### src/rtl/seg_display_scan_pkg.sv
// Shared constants for the seven-segment scanner: hex glyph table and all-off levels.
// Pure constants, no timing or flow control of its own.
package display_pkg;

    localparam logic [6:0] SEG_OFF = 7'h7F;
    localparam logic [3:0] AN_OFF  = 4'hF;

    // Active-low {g,f,e,d,c,b,a}, entry n is the glyph for hex digit n
    localparam logic [15:0][6:0] HEX_SEG_TABLE = {
        7'h0E, 7'h06, 7'h21, 7'h46,   // F E d C
        7'h03, 7'h08, 7'h10, 7'h00,   // b A 9 8
        7'h78, 7'h02, 7'h12, 7'h19,   // 7 6 5 4
        7'h30, 7'h24, 7'h79, 7'h40    // 3 2 1 0
    };

    typedef enum logic [1:0] {
        DIG0 = 2'd0,
        DIG1 = 2'd1,
        DIG2 = 2'd2,
        DIG3 = 2'd3
    } idx_t;

endpackage

### src/rtl/seg_display_scan_if.sv
// Display-side bundle: data word in with its load strobe, anode/segment/dp pins out.
// No handshake: load is sampled every cycle, the pins are free-running.
interface seg_display_scan_if;

    logic [15:0] displayIn;
    logic        load;
    logic [3:0]  an;
    logic [6:0]  seg;
    logic        dp;

    modport master (output displayIn, output load, input an, input seg, input dp);
    modport slave  (input displayIn, input load, output an, output seg, output dp);

endinterface

### src/rtl/seg_display_scan_hex_to_seg.sv
// Combinational nibble to active-low seven-segment glyph lookup.
// Zero latency, no flow control.
module hex_to_seg
    import display_pkg::*;
(
    input  logic [3:0] nibble_i,
    output logic [6:0] seg_o
);

    assign seg_o = HEX_SEG_TABLE[nibble_i];

endmodule

### src/rtl/seg_display_scan.sv
// Captures a 16-bit word and scans it as four hex digits onto a common-anode display.
// Outputs registered (1 cycle behind idx/shown); load is never back-pressured.
module seg_display_scan
    import display_pkg::*;
#(
    parameter int SCAN_TICKS    = 50000,
    parameter int BLANK_LEADING = 1
) (
    input  logic               CLK,
    input  logic               RST_N,
    seg_display_scan_if.slave  bus
);

    localparam int TICK_W = (SCAN_TICKS > 2) ? $clog2(SCAN_TICKS) : 1;
    localparam logic [TICK_W-1:0] TICK_LAST = TICK_W'(SCAN_TICKS - 1);

    logic [TICK_W-1:0] tick_q, tick_d;
    idx_t              idx_q, idx_d;
    logic [15:0]       pending_q, pending_d;
    logic [15:0]       shown_q, shown_d;
    logic [3:0]        an_q, an_d;
    logic [6:0]        seg_q, seg_d;
    logic              dp_q;
    logic              tick_wrap, boundary, blank;
    logic [3:0]        nibble;
    logic [6:0]        glyph;

    hex_to_seg u_hex_to_seg (
        .nibble_i (nibble),
        .seg_o    (glyph)
    );

    assign tick_wrap = (tick_q == TICK_LAST);
    assign boundary  = tick_wrap && (idx_q == DIG3);
    assign nibble    = shown_q[{idx_q, 2'b00} +: 4];

    always_comb begin
        tick_d    = tick_wrap ? '0 : tick_q + 1'b1;
        idx_d     = idx_q;
        pending_d = bus.load ? bus.displayIn : pending_q;
        // A load on the boundary edge is forwarded so it lands in this frame
        shown_d   = boundary ? pending_d : shown_q;
        if (tick_wrap) begin
            case (idx_q)
                DIG0:    idx_d = DIG1;
                DIG1:    idx_d = DIG2;
                DIG2:    idx_d = DIG3;
                default: idx_d = DIG0;
            endcase
        end
    end

    always_comb begin
        blank = 1'b0;
        if (BLANK_LEADING != 0) begin
            case (idx_q)
                DIG1:    blank = (shown_q[15:4]  == '0);
                DIG2:    blank = (shown_q[15:8]  == '0);
                DIG3:    blank = (shown_q[15:12] == '0);
                default: blank = 1'b0;
            endcase
        end
        case (idx_q)
            DIG0:    an_d = 4'b1110;
            DIG1:    an_d = 4'b1101;
            DIG2:    an_d = 4'b1011;
            default: an_d = 4'b0111;
        endcase
        seg_d = glyph;
        if (blank) begin
            an_d  = AN_OFF;
            seg_d = SEG_OFF;
        end
    end

    always_ff @(posedge CLK or negedge RST_N) begin
        if (!RST_N) begin
            tick_q    <= '0;
            idx_q     <= DIG0;
            pending_q <= '0;
            shown_q   <= '0;
            an_q      <= AN_OFF;
            seg_q     <= SEG_OFF;
            dp_q      <= 1'b1;
        end else begin
            tick_q    <= tick_d;
            idx_q     <= idx_d;
            pending_q <= pending_d;
            shown_q   <= shown_d;
            an_q      <= an_d;
            seg_q     <= seg_d;
            dp_q      <= 1'b1;
        end
    end

    assign bus.an  = an_q;
    assign bus.seg = seg_q;
    assign bus.dp  = dp_q;

endmodule

### src/flat_wrapper.sv
// flat-port wrapper written by rule: the top's interface ports become plain ports
module seg_display_scan_flat import display_pkg::*;
#(
    parameter int SCAN_TICKS    = 50000,
    parameter int BLANK_LEADING = 1
)
  (CLK, RST_N, bus_displayIn, bus_load, bus_an, bus_seg, bus_dp);
  seg_display_scan_if bus_i ();
  input  logic CLK;
  input  logic RST_N;
  input wire logic [$bits(bus_i.displayIn)-1:0] bus_displayIn;
  input wire logic [$bits(bus_i.load)-1:0] bus_load;
  output wire logic [$bits(bus_i.an)-1:0] bus_an;
  output wire logic [$bits(bus_i.seg)-1:0] bus_seg;
  output wire logic [$bits(bus_i.dp)-1:0] bus_dp;
  assign bus_i.displayIn = bus_displayIn;
  assign bus_i.load = bus_load;
  assign bus_an = bus_i.an;
  assign bus_seg = bus_i.seg;
  assign bus_dp = bus_i.dp;
  seg_display_scan #(.SCAN_TICKS(SCAN_TICKS), .BLANK_LEADING(BLANK_LEADING)) u_core (.CLK(CLK), .RST_N(RST_N), .bus(bus_i));
endmodule
### config.mk
export PLATFORM = sky130hd
export DESIGN_NAME = seg_display_scan_flat
export DESIGN_NICKNAME = d
export VERILOG_FILES = /design/src/rtl/seg_display_scan_pkg.sv /design/src/rtl/seg_display_scan_if.sv /design/src/rtl/seg_display_scan_hex_to_seg.sv /design/src/rtl/seg_display_scan.sv /design/src/flat_wrapper.sv
export SDC_FILE = /design/constraint.sdc
export NUM_CORES = 1
export LEC_CHECK = 0
export CELL_PAD_IN_SITES_DETAIL_PLACEMENT = 1
export CELL_PAD_IN_SITES_GLOBAL_PLACEMENT = 1
export CORE_MARGIN = 2
export CORE_UTILIZATION = 31
export CTS_BUF_LIST = sky130_fd_sc_hd__clkbuf_8
export CTS_CLUSTER_SIZE = 12
export DETAILED_ROUTE_END_ITERATION = 7
export PLACE_DENSITY_LB_ADDON = 0.12
export SETUP_SLACK_MARGIN = 0.02
export SLEW_MARGIN = 20
export SYNTH_ARGS = -nofsm -noshare
export SYNTH_HDL_FRONTEND = slang
export SYNTH_SLANG_ARGS = --single-unit
### constraint.sdc
create_clock -name CLK -period 3.25 [get_ports CLK]
set_input_delay 0.975 -clock CLK [delete_from_list [all_inputs] [get_ports CLK]]
set_output_delay 0.975 -clock CLK [all_outputs]
set_load 0.01 [all_outputs]
==> results of run 1 <==
==> worst max-delay path by stage <==
stage                         endpoint  cells after the start              start
global route         u_core.bus.seg[4]                      6    u_core.idx_q[0]
CTS                  u_core.bus.seg[0]                      6    u_core.idx_q[0]
detailed placement  u_core.shown_q[11]                      4           bus_load
floorplan           u_core.shown_q[10]                      4           bus_load
finish                      bus_seg[5]                      1  u_core.bus.seg[5]
global placement     u_core.shown_q[1]                      4           bus_load
==> per-layer routing <==
layer / global-route usage (%) / up-vias / part of all wire [%]
met3: 4.79 / 10 / 3.8
met1: 16.4 / 968 / 45
met5: 0 / - / 0
met4: 3.90 / 0 / 1.3
li1: - / 891 / -
met2: 23.0 / 24 / 50
==> cells in the final DEF, fill, tap and decap left out, types with 3 or more instances in the layout <==
cell type / n
dfstp_2: 11
a21oi_1: 3
o221ai_1: 3
ha_1: 12
mux2_4: 10
xnor2_1: 7
nand4_1: 4
a211oi_1: 3
clkbuf_8: 10
clkdlybuf4s50_1: 28
nand2_1: 10
mux2_2: 19
mux2_1: 7
xor2_1: 8
nor3_1: 4
dfrtp_1: 50
inv_1: 9
nor2_1: 14
buf_4: 4
nand3_1: 7
mux4_2: 4
o21ai_1: 3
nor4_1: 4
==> report_power, final <==
part	total (mW)	switching (mW)	internal, mW	leakage (nW)
logic	0.150	0.0664	0.0840	0.746
clock network	0.759	0.308	0.451	0.112
registers	0.821	0.0183	0.802	0.745
total	1.73	0.393	1.34	1.60
==> registers in the layout, indices dropped and copies added (netlist names) <==
signal,count
u_core.pending_q,16
u_core.shown_q,16
u_core.tick_q,16
u_core.bus.seg,7
u_core.bus.an,4
u_core.idx_q,2
==> cell families after synthesis <==
| group | Yosys count | share of synthesized area, % |
|---|---|---|
| AO/OA/AOI/OAI | 23 | 5.74 |
| XOR/XNOR | 15 | 4.40 |
| adder cells (fa/ha/maj) | 12 | 5.02 |
| buffers and inverters | 19 | 3.52 |
| flip-flops | 61 | 51.5 |
| multiplexers | 43 | 19.0 |
| other | 1 | 0.125 |
| AND/OR/NAND/NOR | 57 | 10.7 |
==> cell type report <==
| class | count | share of cell area (%) |
|---|---|---|
| flip-flops and latches | 61 | 42.5 |
| multi-input cells | 151 | 37.1 |
| repair buffers | 33 | 8.70 |
| well taps | 129 | 4.46 |
| clock buffers | 10 | 3.80 |
| clock inverters | 6 | 2.38 |
| inverters | 10 | 1.04 |
==> through the flow <==
| stage | utilization [%] | hold WS (ns) | cells | instance area, um^2 |
|---|---|---|---|---|
| finish | 39.0 | 0.495 | 400 | 3620 |
| global route | 39.0 | 0.516 | 400 | 3620 |
| CTS | 39.0 | 0.503 | 400 | 3620 |
| detailed placement | 36.6 | 0.484 | 384 | 3400 |
| global placement | 36.6 | 0.480 | 384 | 3400 |
| floorplan | - | 0.441 | 231 | 2990 |
==> synth_stat cells (2+ instances only) <==
cell type,number
dfrtp_1,50
mux2_2,19
nor2_1,14
ha_1,12
dfstp_2,11
mux2_4,10
nand2_1,10
inv_1,9
xor2_1,8
mux2_1,7
nand3_1,7
xnor2_1,7
mux4_2,4
nand4_1,4
nor3_1,4
nor4_1,4
a211oi_1,3
a21oi_1,3
buf_2,3
buf_6,3
o21ai_1,3
o221ai_1,3
and2b_1,2
and4bb_1,2
buf_4,2
mux2i_1,2
o21ai_0,2
==> results.toml, run 1 <==
[cells_and_area]
drive_above_1_share_pct = 26.6
seqCellArea_um2 = 1540
syn_to_final_growth_pct = 21.2
multi_input_area_um2 = 1340
fin_nets = 297
n_fill_cell = 1008
n_antenna_cell = 0

[worst_hold_path]
hp-class = "reg -> reg"
min_path_cells = 1
min_from = "u_core.pending_q[3]"
hold_end = "u_core.pending_q[3]"

[critical_path]
crit_buf_inv = 1
reg2reg_to = "u_core.bus.seg[0]"
end_kind = "output port"
path_cells = "clkdlybuf4s50_1"
r2r_slack_ns = 0.90
r2r_cells = 6
cpLargestDelayFamily = "buffers and inverters"
r2r_start = "u_core.idx_q[0]"
crit_path_max_incr_delay_ns = 0.53
critPathLaunchType = "register"
worstSetupPathType = "reg -> out"
path_max_fanout = 1
critPathRequiredTime_ns = 2.27
arrival_ns = 1.38
slowest_stage = "clkdlybuf4s50_1"

[routing]
drtIter0Drc = 34
drtAntennaViolNets = 0
firstDrtPassIters = 4
drc_errors = 0
via_count = 1893
routedWlPerCell_um = 15.4
drt-total-wl_mm = 6.16
via_per_inst = 4.73

[cts]
ctsHoldBuffers = 0
cts_tree = "yes"
cts_buffers = 9
path_clk_slew_ns = 0.07
post_cts_resized = 0
insertion_delay_ns = 0.34
post_cts_buffers = 0
cts_root_buffer = "clkbuf_8"
cts_num_sinks = 61
htree_levels = 3
cts_buffer_depth = 2

[placement]
gp_congestion = 0.696
io_buffers = 29
hpwl_mm = 4.35
dp_slack_ns = 0.778

[timing]
fin_crit_sh_pct = 72.6
fin_skew_ns = 0.0110
period_needed_ns = 2.36
setup_slack_ns = 0.892
hold_violations = 0
finalMaxSlewViolations = 0
tightest_slew_ns = 0.885
slew_headroom_pct = 40.8
rsz0062_at_grt = "false"
finalSetupTns_ns = 0
max_clock_freq_ghz = 0.424
setup_violations = 0

[die]
num_io_pins = 31
die-area_um2 = 10400
die_h_um = 102
die_x_um = 102
fp-row-count = 35
coreArea_um2 = 9280
initial_utilization_pct = 32.2

[yosys]
synth_edf_count = 0
synth_top_area_share_pct = 41.9
synthCells = 231
synthTopCellsByArea = "dfrtp_1 42%, dfstp_2 9.7%, mux2_2 7.2%, ha_1 5.0%, mux2_4 5.0%"
avgSynthCellArea_um2 = 12.9
synth_top_area_cell = "dfrtp_1"
yosysWarnings = 0
synth-seq-area-share_pct = 51.5
ys_seq_elements = 61
synth-main-ff-cell = "dfrtp_1"
synth_nets = 262
synth.distinct_cells = 50
synth_area_um2 = 2990
ys_async_sr_fraction_pct = 100

[global_routing]
gr-usage-all-layers_pct = 13.6
grt_pass1_vias = 2140
grt_remaining_overflow = 0
antenna_found_initial = 0
grt_max_degree = 27
grt_first_pass_wirelength_mm = 10.7

[outcome]
status = "complete, no violations"

[job]
drv_cap = 0

[power_and_ir_drop]
p_total_mw = 1.73
ir_drop_uv = 165
power.leakage_nw = 1.60
powerDensity_nw_per_um2 = 478
No activity file was read; power rests on OpenSTA's default activity.
==> inputs of run 2 (changes only) <==
==> constraint.sdc (replaced) <==
create_clock -name CLK -period 2.2 [get_ports CLK]
set_input_delay 0.66 -clock CLK [delete_from_list [all_inputs] [get_ports CLK]]
set_output_delay 0.66 -clock CLK [all_outputs]
set_load 0.01 [all_outputs]
==> run 2 against run 1 <==
Effect of this change:
- clock skew shrank 0.00067 ns
- total power up 46%
- hold slack got worse by 0.18 ns
- global-route usage is 0.15 points lower
- first-iteration DRC count up 76%
- combinational power is 55% higher
- flip-flop and latch count is the same
- non-clock buffer count is 10 higher
- core utilization increased by 1.0 points
==> results.toml, run 2 (synthesized netlist as in run 1, its figures left out) <==
[critical_path]
path_max_fanout = 1
arrival_ns = 1.38
worstSetupPathType = "reg -> out"
r2r_start = "u_core.idx_q[0]"
crit_buf_inv = 1
slowest_stage = "clkdlybuf4s50_1"
critPathRequiredTime_ns = 1.54
end_kind = "output port"
crit_path_max_incr_delay_ns = 0.53
critPathLaunchType = "register"
path_cells = "clkdlybuf4s50_1"
r2r_slack_ns = 0.21
r2r_cells = 7
reg2reg_to = "u_core.bus.seg[0]"
cpLargestDelayFamily = "buffers and inverters"

[cts]
cts_num_sinks = 61
htree_levels = 3
insertion_delay_ns = 0.33
cts_tree = "yes"
cts_buffers = 9
post_cts_buffers = 0
ctsHoldBuffers = 0
cts_root_buffer = "clkbuf_8"
path_clk_slew_ns = 0.07
cts_buffer_depth = 2

[cells_and_area]
drive_above_1_share_pct = 29.2
n_antenna_cell = 0
fin_util_pct = 40.0
fin_nets = 307
fin_area_um2 = 3710
reg.largest.list = "u_core.pending_q x16, u_core.shown_q x16, u_core.tick_q x16"
final_common_cell = "dfrtp_1"
syn_to_final_growth_pct = 24.3
n_fill_cell = 1022
layout_common_cells = "49 x dfrtp_1, 28 x clkdlybuf4s50_1, 19 x mux2_2"

[global_routing]
grt_max_degree = 62
grt_pass1_vias = 2169
use_met2_pct = 23.3
antenna_found_initial = 0
grt_util_met1_pct = 16.3
busiest_layer = "met2"
grt_remaining_overflow = 0
grt_first_pass_wirelength_mm = 10.7
use_met3_pct = 3.56
gr-usage-all-layers_pct = 13.4

[routing]
drtIter0Drc = 60
via_per_inst = 4.71
firstDrtPassIters = 4
drtAntennaViolNets = 0
drt-total-wl_mm = 6.13
via_count = 1932
drc_errors = 0
routedWlPerCell_um = 15.0

[timing]
finalMaxSlewViolations = 0
hold_violations = 0
setup_violations = 0
fin_skew_ns = 0.0103
rsz0062_at_grt = "false"
timing.hold.ws_ns = 0.315
period_needed_ns = 2.04
finalSetupTns_ns = 0
max_clock_freq_ghz = 0.491
fin_crit_sh_pct = 92.5

[placement]
gp_congestion = 0.711
io_buffers = 29
placed_area_um2 = 3500
hpwl_mm = 4.36

[power_and_ir_drop]
power.leakage_nw = 1.66
p_comb_share_pct = 9.2
p_switching_mw = 0.577
intPower_mw = 1.95
p_seq_share_pct = 47.9
p_total_mw = 2.53
swShare_pct = 22.8
clkPwrFrac_pct = 42.9
ir_drop_uv = 283
powerDensity_nw_per_um2 = 681

[job]
drv_cap = 0

[die]
die-area_um2 = 10400
num_io_pins = 31
die_x_um = 102
initial_utilization_pct = 32.2
coreArea_um2 = 9280
fp-row-count = 35
die_h_um = 102

[outcome]
status = "complete, no violations"

[worst_hold_path]
hp-class = "in -> async"
run 2: area by class of cell:
type / instances / area, um^2 / area share, %
clock buffers: 9 / 124 / 3.33
flip-flops and latches: 61 / 1540 / 41.5
clock inverters: 7 / 91.3 / 2.46
well taps: 129 / 161 / 4.34
inverters: 10 / 37.5 / 1.01
multi-input cells: 151 / 1340 / 36.2
repair buffers: 43 / 415 / 11.2
run 2: per-layer routing:
layer | wire, um | up-vias
met2 | 3180 | 25
li1 | - | 912
met5 | 0 | -
met3 | 197 | 6
met4 | 68 | 0
met1 | 2690 | 989
run 2: metrics by stage:
stage / worst slack, ns / cells
2_1_floorplan: 0.284 / 231
3_3_place_gp: 0.102 / 394
3_5_place_dp: 0.0857 / 394
4_1_cts: 0.133 / 410
5_1_grt: 0.0591 / 410
6_report: 0.165 / 410
run 2: power groups by stage:
stage | Clock (mW) | Sequential [mW] | Combinational [mW]
4_1_cts | 1.14 | 1.21 | 0.240
2_1_floorplan | 0 | 1.23 | 0.119
3_5_place_dp | 0 | 1.23 | 0.239
3_3_place_gp | 0 | 1.23 | 0.234
6_report | 1.08 | 1.21 | 0.233
5_1_grt | 1.18 | 1.22 | 0.259
run 2: what timing repair did:
item | CTS | global route
endpoints found under the setup margin | 0 | 1
hold endpoints to repair | 0 | 0
resized for setup | 0 | 1
run 2: worst max path at each step:
stage | start | end | cells past startpoint
CTS | u_core.bus.seg[5] | bus_seg[5] | 1
finish | u_core.bus.seg[5] | bus_seg[5] | 1
detailed placement | bus_load | u_core.shown_q[0] | 4
floorplan | u_core.idx_q[0] | u_core.bus.seg[0] | 8
global route | u_core.idx_q[0] | u_core.bus.seg[0] | 7
global placement | bus_load | u_core.shown_q[1] | 4
==> inputs of run 3 (changes only) <==
--- a/config.mk
+++ b/config.mk
@@ -12,7 +12,7 @@
 export CTS_BUF_LIST = sky130_fd_sc_hd__clkbuf_8
 export CTS_CLUSTER_SIZE = 12
 export DETAILED_ROUTE_END_ITERATION = 7
-export PLACE_DENSITY_LB_ADDON = 0.12
+export PLACE_DENSITY = 0.58
 export SETUP_SLACK_MARGIN = 0.02
 export SLEW_MARGIN = 20
 export SYNTH_ARGS = -nofsm -noshare
==> run 3 against run 2 <==
Effect of this change:
- wire length rose by 0.59%
- final cell count is 0.73% lower
- critical path depth unchanged
- hold slack got worse by 0.0069 ns
- first-iteration DRC count is 3.3% lower
- sequential power about the same
- setup slack got worse by 0.0049 ns
- total power increased by 2.5%
- non-clock buffer count decreased by 3
- critical endpoint is now bus_an[1]
- largest power group unchanged
==> results.toml, run 3 (synthesized netlist as in run 1, its figures left out) <==
[outcome]
status = "complete, no violations"

[cells_and_area]
reg.largest.list = "u_core.pending_q x16, u_core.shown_q x16, u_core.tick_q x16"
n_fill_cell = 1013
layout_common_cells = "49 x dfrtp_1, 28 x clkdlybuf4s50_1, 19 x mux2_2"
fin_util_pct = 40.1
fin_nets = 304
n_antenna_cell = 0
drive_above_1_share_pct = 29.1
final_common_cell = "dfrtp_1"
syn_to_final_growth_pct = 24.4

[die]
num_io_pins = 31
initial_utilization_pct = 32.2
fp-row-count = 35
coreArea_um2 = 9280
die_x_um = 102
die-area_um2 = 10400
die_h_um = 102

[cts]
cts_tree = "yes"
insertion_delay_ns = 0.33
cts_root_buffer = "clkbuf_8"
path_clk_slew_ns = 0.07
htree_levels = 3
cts_buffers = 9
cts_buffer_depth = 2
cts_num_sinks = 61

[critical_path]
slowest_stage = "clkdlybuf4s50_1"
critPathLaunchType = "register"
end_kind = "output port"
crit_start = "u_core.bus.an[1]"
crit_buf_inv = 1
critPathRequiredTime_ns = 1.54
cpLargestDelayFamily = "buffers and inverters"
path_cells = "clkdlybuf4s50_1"
path_max_fanout = 1
r2r_start = "u_core.idx_q[0]"
worstSetupPathType = "reg -> out"
arrival_ns = 1.38
crit_path_max_incr_delay_ns = 0.53

[global_routing]
antenna_found_initial = 0
grt_max_degree = 62
gr-usage-all-layers_pct = 13.7
grt_pass1_vias = 2156
grt_first_pass_wirelength_mm = 10.8
grt_remaining_overflow = 0

[power_and_ir_drop]
ir_drop_uv = 297
p_total_mw = 2.59
power.leakage_nw = 1.65
powerDensity_nw_per_um2 = 697

[timing]
fin_skew_ns = 0.00849
finalMaxSlewViolations = 0
period_needed_ns = 2.04
max_clock_freq_ghz = 0.490
setup_violations = 0
fin_crit_sh_pct = 92.7
tightest_slew_ns = 0.518
slew_headroom_pct = 64.8
hold_violations = 0
rsz0062_at_grt = "false"

[routing]
via_per_inst = 4.71
firstDrtPassIters = 4
drtAntennaViolNets = 0
drc_errors = 0
routedWlPerCell_um = 15.2
drt-total-wl_mm = 6.17
drtIter0Drc = 58
via_count = 1916

[worst_hold_path]
hp-class = "in -> async"

[placement]
hpwl_mm = 4.40
gp_congestion = 0.673
io_buffers = 29

[job]
drv_cap = 0
## run 3: changes by cell type in the layout (fill, tap and decap cells not counted)
cell | previous run | this run
clkbuf_8 | 9 | 11
o41ai_2 | 0 | 1
o41ai_1 | 1 | 0
inv_1 | 10 | 9
clkinvlp_4 | 0 | 3
buf_4 | 12 | 9
clkinv_2 | 2 | 0
clkinv_4 | 2 | 0
## run 3: report_power, final
group / switching, mW / total, mW / leakage, nW / internal (mW)
Sequential: 0.0286 / 1.21 / 0.744 / 1.19
Combinational: 0.101 / 0.235 / 0.794 / 0.133
Clock: 0.445 / 1.14 / 0.108 / 0.699
Total: 0.575 / 2.59 / 1.65 / 2.02
## run 3: what timing repair did
action                                  4_1_cts  5_1_grt
endpoints found under the setup margin        1        1
gates resized for setup                       1        1
hold buffers                                  0        0
buffers inserted                              0        1
## run 3: final cells by class
type | count | area, um^2 | area share [%]
Sequential cell | 61 | 1540 | 41.5
Multi-Input combinational cell | 151 | 1350 | 36.3
Clock buffer | 11 | 151 | 4.07
Clock inverter | 5 | 82.6 | 2.22
Tap cell | 129 | 161 | 4.34
Timing Repair Buffer | 40 | 393 | 10.6
Inverter | 10 | 37.5 | 1.01
## run 3: path summary, 6_finish.rpt
kind	endpoint	slack, ns	cells after the start
worst max-delay path	bus_an[1]	0.16	1
worst min-delay path	u_core.pending_q[15]	0.31	2
worst max register to register	u_core.bus.seg[0]	0.21	7
worst min register to register	u_core.tick_q[0]	0.49	1
max in group asynchronous	u_core.bus.seg[6]	1.55	2
min in group CLK	u_core.tick_q[0]	0.49	1
## run 3: per-layer routing
layer | up-vias | track usage [%] | share of wire (%)
met2 | 28 | 22.7 | 49
met3 | 7 | 3.08 | 2.7
li1 | 903 | - | -
met1 | 978 | 17.3 | 47
met4 | 0 | 5.54 | 1.4
met5 | - | 0 | 0
## run 3: per-stage QoR
step,worst slack (ns),TNS (ns),instance area [um^2],instances,hold slack (ns)
6_report,0.160,0,3720,407,0.308
5_1_grt,0.0573,0,3720,407,0.336
4_1_cts,0.0910,0,3710,406,0.322
3_5_place_dp,-0.00223,-0.00223,3470,390,0.484
3_3_place_gp,0.103,0,3470,390,0.479
2_1_floorplan,0.284,0,2990,231,0.364
